**config.mk**
```make
export PLATFORM = sky130hd
export DESIGN_NAME = uart_tx_fifo
export DESIGN_NICKNAME = d
export VERILOG_FILES = /design/src/rtl/uart_tx_fifo.sv
export SDC_FILE = /design/constraint.sdc
export NUM_CORES = 1
export LEC_CHECK = 0
export CORE_MARGIN = 1
export CORE_UTILIZATION = 50
export DETAILED_ROUTE_END_ITERATION = 8
export PLACE_DENSITY = 0.73
export SYNTH_ARGS = -nofsm -noshare
export SYNTH_HDL_FRONTEND = slang
export SYNTH_SLANG_ARGS = --single-unit
```
**constraint.sdc**
```tcl
create_clock -name clk_576KHz -period 3.2 [get_ports clk_576KHz]
set_input_delay 0.96 -clock clk_576KHz [delete_from_list [all_inputs] [get_ports clk_576KHz]]
set_output_delay 0.96 -clock clk_576KHz [all_outputs]
set_load 0.005 [all_outputs]
```
**src/rtl/uart_tx_fifo.sv**
```systemverilog
// uart_tx_fifo: transmit byte buffer feeding uart_top.
// Ports: host write side (wr_*, flush, ovf_clr), uart_top head (tx_*), status.
module uart_tx_fifo #(
  parameter int DATA_WIDTH = 8,
  parameter int DEPTH      = 16,
  localparam int AW        = $clog2(DEPTH)
) (
  input  logic                  clk_576KHz,
  input  logic                  rst_n,
  input  logic                  wr_valid,
  input  logic [DATA_WIDTH-1:0] wr_data,
  input  logic                  wr_err,
  output logic                  wr_ready,
  input  logic                  flush,
  input  logic                  ovf_clr,
  output logic                  tx_valid,
  output logic [DATA_WIDTH-1:0] tx_data,
  output logic                  tx_error,
  input  logic                  tx_ready,
  output logic [AW:0]           count,
  output logic                  full,
  output logic                  empty,
  output logic                  overflow
);

  logic [DATA_WIDTH:0] mem [DEPTH];
  logic [AW:0]         wr_ptr;
  logic [AW:0]         rd_ptr;
  logic                push;
  logic                pop;
  logic [DATA_WIDTH:0] head;

  // Status comes only from the registered pointers, so wr_ready never
  // sees tx_ready combinationally and a full FIFO rejects even on a pop.
  assign empty    = (wr_ptr == rd_ptr);
  assign full     = (wr_ptr[AW] != rd_ptr[AW]) &&
                    (wr_ptr[AW-1:0] == rd_ptr[AW-1:0]);
  assign count    = wr_ptr - rd_ptr;
  assign wr_ready = !full;

  assign push = wr_valid && !full && !flush;
  assign pop  = tx_valid && tx_ready && !flush;

  assign head     = mem[rd_ptr[AW-1:0]];
  assign tx_valid = !empty;
  assign tx_data  = empty ? '0 : head[DATA_WIDTH-1:0];
  assign tx_error = empty ? 1'b0 : head[DATA_WIDTH];

  // Storage is intentionally not reset; empty gates the head outputs.
  always_ff @(posedge clk_576KHz) begin
    if (push) begin
      mem[wr_ptr[AW-1:0]] <= {wr_err, wr_data};
    end
  end

  always_ff @(posedge clk_576KHz or negedge rst_n) begin
    if (!rst_n) begin
      wr_ptr <= '0;
      rd_ptr <= '0;
    end else if (flush) begin
      wr_ptr <= '0;
      rd_ptr <= '0;
    end else begin
      if (push) wr_ptr <= wr_ptr + 1'b1;
      if (pop)  rd_ptr <= rd_ptr + 1'b1;
    end
  end

  // Clear beats a same-cycle rejected push.
  always_ff @(posedge clk_576KHz or negedge rst_n) begin
    if (!rst_n) begin
      overflow <= 1'b0;
    end else if (flush || ovf_clr) begin
      overflow <= 1'b0;
    end else if (wr_valid && full) begin
      overflow <= 1'b1;
    end
  end

endmodule
```
==> flow_summary.html <==
<table>
<tr><th>Metric</th><th>Value</th></tr>
<tr><th colspan="2">Run status</th></tr>
<tr><td>Run status</td><td>completed</td></tr>
<tr><th colspan="2">Worst setup path</th></tr>
<tr><td>Maximum fanout count along the critical path</td><td>8</td></tr>
<tr><td>Setup crit end kind</td><td>output pin</td></tr>
<tr><td>Critical-path cell with the highest stage delay</td><td>sky130_fd_sc_hd__mux4_1</td></tr>
<tr><td>R2R setup slack</td><td>0.55 ns</td></tr>
<tr><td>Kind of start point of the critical path</td><td>register</td></tr>
<tr><td>Cell-by-cell listing of the critical path</td><td>buf_12 -&gt; buf_12 -&gt; mux4_1 -&gt; mux2_4 -&gt; o21ai_2 -&gt; a21oi_1 -&gt; buf_2</td></tr>
<tr><td>Critical path data required time</td><td>2.24 ns</td></tr>
<tr><td>Delay contributed by the slowest stage of the critical path</td><td>0.54 ns</td></tr>
<tr><td>Data arrival time at the worst-slack endpoint</td><td>2.22 ns</td></tr>
<tr><td>Most used cell, CP</td><td>sky130_fd_sc_hd__buf_12</td></tr>
<tr><td>Critical Setup Path Class</td><td>register to output pin</td></tr>
<tr><th colspan="2">Floorplanning</th></tr>
<tr><td>Count of standard-cell rows</td><td>41</td></tr>
<tr><td>Initial Util</td><td>0.511</td></tr>
<tr><td>Die height</td><td>116 microns</td></tr>
<tr><td>Overall die width</td><td>116 microns</td></tr>
<tr><td>Area of the core</td><td>12600 sq um</td></tr>
<tr><td>Die footprint</td><td>13400 sq um</td></tr>
<tr><td>Top-level port count</td><td>34</td></tr>
<tr><th colspan="2">Power and ir drop</th></tr>
<tr><td>Final Power</td><td>just over 5 mW</td></tr>
<tr><td>Pwr per Cell Area</td><td>649 nW/um^2</td></tr>
<tr><td>Peak supply drop</td><td>543 uV</td></tr>
<tr><td>Static Leak</td><td>2.82 nW</td></tr>
<tr><th colspan="2">GRT</th></tr>
<tr><td>Largest net degree at the start of global routing</td><td>24</td></tr>
<tr><td>Number of global-route vias before repair</td><td>around 3600</td></tr>
<tr><td>All-layer global routing usage</td><td>0.220</td></tr>
<tr><td>Remaining global-route overflow</td><td>0</td></tr>
<tr><td>Wire length of the first global-routing pass</td><td>20.2 mm</td></tr>
<tr><td>Number of antenna violations at the first check in global routing</td><td>0</td></tr>
<tr><th colspan="2">Logic synthesis</th></tr>
<tr><td>Number of different library cells in the post-synthesis netlist</td><td>36</td></tr>
<tr><td>Share of synthesized registers carrying an async set or reset</td><td>0.0710</td></tr>
<tr><td>Most frequently used flop master after synthesis</td><td>sky130_fd_sc_hd__edfxtp_1</td></tr>
<tr><td>Synthesized netlist net count</td><td>366</td></tr>
<tr><td>Yosys top cell by area</td><td>sky130_fd_sc_hd__edfxtp_1</td></tr>
<tr><td>Number of instances in the synthesized netlist</td><td>341</td></tr>
<tr><td>Biggest area contributors in the synthesized netlist</td><td>sky130_fd_sc_hd__edfxtp_1 67%, sky130_fd_sc_hd__mux4_2 6.6%, sky130_fd_sc_hd__mux4_1 6.1%</td></tr>
<tr><td>EDFF count, synth</td><td>144</td></tr>
<tr><td>Number of warnings printed during yosys synthesis</td><td>0</td></tr>
<tr><td>Flip-flop and latch count after synthesis</td><td>155</td></tr>
<tr><td>Area of the mapped netlist</td><td>6450 sq um</td></tr>
<tr><td>Mean area per synthesized cell</td><td>between 15 and 20 sq um</td></tr>
<tr><td>Register area share after synthesis</td><td>0.714</td></tr>
<tr><td>Yosys top cell area share</td><td>0.671</td></tr>
<tr><th colspan="2">Detailed routing</th></tr>
<tr><td>Post-route DRC</td><td>0</td></tr>
<tr><td>Overall routed net length</td><td>13.2 mm</td></tr>
<tr><td>Initial DRC count</td><td>265</td></tr>
<tr><td>First-pass iteration count of the detailed router</td><td>5</td></tr>
<tr><td>ANT nets after route</td><td>0</td></tr>
<tr><td>Average detailed-routed wire length per instance</td><td>21.5 microns</td></tr>
<tr><td>Post-detailed-route via-to-cell ratio</td><td>roughly 5.6</td></tr>
<tr><td>Number of vias in the routed layout</td><td>3452</td></tr>
<tr><th colspan="2">CTS</th></tr>
<tr><td>Root Buffer</td><td>sky130_fd_sc_hd__clkbuf_16</td></tr>
<tr><td>Register clock-pin slew on the reported worst setup and hold paths</td><td>0.06 ns</td></tr>
<tr><td>H-tree levels</td><td>4</td></tr>
<tr><td>Worst-skew pair later-pin latency</td><td>0.42 ns</td></tr>
<tr><td>Clock tree from TritonCTS</td><td>yes</td></tr>
<tr><td>Inserted Clock Buffers</td><td>17</td></tr>
<tr><td>Hold Buf Count CTS</td><td>0</td></tr>
<tr><td>Clock sink count</td><td>roughly 160</td></tr>
<tr><td>Maximum number of buffers from clock root to sink</td><td>2</td></tr>
<tr><th colspan="2">STA</th></tr>
<tr><td>Post-route minimum period</td><td>about 3.2 ns</td></tr>
<tr><td>Final setup fails</td><td>0</td></tr>
<tr><td>Total negative setup slack</td><td>0 ns</td></tr>
<tr><td>Setup clock skew after layout</td><td>0.00540 ns</td></tr>
<tr><td>Worst Setup Slack, final</td><td>0.0178 ns</td></tr>
<tr><td>Total count of hold-check failures in the final report</td><td>0</td></tr>
<tr><td>Hold Worst Slack</td><td>about 0.58 ns</td></tr>
<tr><td>Least-Margin Pin Slew</td><td>just under 0.6 ns</td></tr>
<tr><td>Slew Limit Fails</td><td>0</td></tr>
<tr><td>Unrepaired setup endpoints after global routing</td><td>true</td></tr>
<tr><td>Share of the clock period used by the worst path</td><td>0.994</td></tr>
<tr><td>Highest Clock Rate</td><td>0.314 GHz</td></tr>
<tr><td>Slew HR</td><td>0.610</td></tr>
<tr><th colspan="2">Layout</th></tr>
<tr><td>N_diodes</td><td>0</td></tr>
<tr><td>Net total in the final layout</td><td>455</td></tr>
<tr><td>Most frequent cells in the layout</td><td>144 x sky130_fd_sc_hd__edfxtp_1, 43 x sky130_fd_sc_hd__buf_4, 31 x sky130_fd_sc_hd__mux4_2, 20 x sky130_fd_sc_hd__nor2_1, 19 x sky130_fd_sc_hd__clkdlybuf4s50_1</td></tr>
<tr><td>Most common cell after layout, fill and taps aside</td><td>sky130_fd_sc_hd__edfxtp_1</td></tr>
<tr><td>Number of inserted filler cells in the final layout</td><td>919</td></tr>
<tr><td>Share of final-layout standard cells stronger than drive strength 1</td><td>0.330</td></tr>
<tr><td>Area added between synthesis and finish</td><td>23.3%</td></tr>
<tr><th colspan="2">Place</th></tr>
<tr><td>Half-perimeter wire length of the detailed placement result</td><td>8.24 mm</td></tr>
<tr><td>Weighted congestion reported at the end of routability-driven placement</td><td>0.896</td></tr>
<tr><td>Pre-CTS setup slack</td><td>-0.0360 ns</td></tr>
<tr><td>Input/output buffers</td><td>33</td></tr>
<tr><th colspan="2">Flow run</th></tr>
<tr><td>Reported max-cap violation count</td><td>0</td></tr>
<tr><th colspan="2">Hold path</th></tr>
<tr><td>Worst Hold Class</td><td>register to register</td></tr>
</table>
==> worst paths after layout <==
path / from / endpoint / cells after the start
setup / recovery: rd_ptr[0] / tx_data[0] / 7
hold / removal: overflow / overflow / 2
setup reg to reg: rd_ptr[2] / mem[2][5] / 8
hold reg to reg: overflow / overflow / 2
max in group asynchronous: rst_n / rd_ptr[0] / 1
min in group asynchronous: rst_n / overflow / 1
==> worst max-delay path, delay by kind of cell, from the launching register on <==
kind | cells | cell delay [ns]
buf+inv | 3 | 0.43
flops | 1 | 0.38
mux | 2 | 0.84
compound gates | 2 | 0.15
==> registers in the layout, indices dropped and copies added (netlist names) <==
name and count:
mem 144, rd_ptr 5, wr_ptr 5, overflow 1
==> cells by family (layout without fill, tap and decap cells) <==
logic type,count (synthesis),after routing,synth area share
buffers and inverters,26,127,0.0225
AND/OR/NAND/NOR,48,48,0.0334
adder cells (fa/ha/maj),10,10,0.0206
multiplexers,56,56,0.163
AO/OA/AOI/OAI,34,34,0.0303
XOR/XNOR,12,12,0.0163
flip-flops,155,155,0.714
==> area by class of cell <==
cell class | instances | area, sq um | area share
clock inverter | 13 | 151 | 0.0190
sequential | 155 | 4600 | 0.579
multi-input combinational | 160 | 1740 | 0.219
timing repair buffer | 86 | 774 | 0.0974
inverter | 10 | 37.5 | 0.00472
tap | 172 | 215 | 0.0271
clock buffer | 18 | 429 | 0.0540
==> report_power, final <==
group | internal, mW | leakage, nW | switching, mW
Sequential | 2.24 | 1.45 | 0.00961
Clock | 1.21 | 0.285 | 0.754
Combinational | 0.532 | 1.09 | 0.415
Total | 3.98 | 2.82 | 1.18
==> per-layer routing <==
| layer | vias to the layer above | wire length [microns] | GRT usage |
|---|---|---|---|
| met1 | 1773 | 5550 | 0.278 |
| met5 | - | 0 | 0 |
| li1 | 1539 | - | - |
| met4 | 0 | 314 | 0.108 |
| met2 | 114 | 6690 | 0.357 |
| met3 | 26 | 654 | 0.0549 |
==> through the flow <==
stage	instance area (sq um)	util	cells
2_1_floorplan	6450	-	341
3_3_place_gp	7250	0.575	574
3_5_place_dp	7250	0.575	574
4_1_cts	7920	0.628	612
5_1_grt	7950	0.630	614
6_report	7950	0.630	614
==> timing repair <==
action                     in CTS  in global routing
setup endpoints to repair      15                 14
pin swaps                       4                  1
resized for setup              76                  8
setup buffers                   8                  2
cloned                          0                  0
==> cells in the mapped netlist (2+ instances only) <==
| master | count |
|---|---|
| sky130_fd_sc_hd__nor3_1 | 5 |
| sky130_fd_sc_hd__edfxtp_1 | 144 |
| sky130_fd_sc_hd__nand2_1 | 8 |
| sky130_fd_sc_hd__ha_1 | 9 |
| sky130_fd_sc_hd__mux4_2 | 19 |
| sky130_fd_sc_hd__nor2_1 | 21 |
| sky130_fd_sc_hd__dfrtp_1 | 11 |
| sky130_fd_sc_hd__o21ai_1 | 6 |
| sky130_fd_sc_hd__buf_4 | 2 |
| sky130_fd_sc_hd__o21ai_0 | 4 |
| sky130_fd_sc_hd__clkbuf_1 | 6 |
| sky130_fd_sc_hd__mux2_2 | 9 |
| sky130_fd_sc_hd__mux2i_1 | 13 |
| sky130_fd_sc_hd__a211oi_1 | 2 |
| sky130_fd_sc_hd__nand2b_1 | 2 |
| sky130_fd_sc_hd__a21oi_1 | 15 |
| sky130_fd_sc_hd__inv_1 | 9 |
| sky130_fd_sc_hd__a21o_1 | 2 |
| sky130_fd_sc_hd__buf_2 | 4 |
| sky130_fd_sc_hd__mux4_1 | 15 |
| sky130_fd_sc_hd__xor2_1 | 4 |
| sky130_fd_sc_hd__nand3_1 | 7 |
| sky130_fd_sc_hd__nand4_1 | 3 |
| sky130_fd_sc_hd__o211ai_1 | 2 |
| sky130_fd_sc_hd__xnor2_1 | 8 |
No activity file was read; power rests on OpenSTA's default activity.
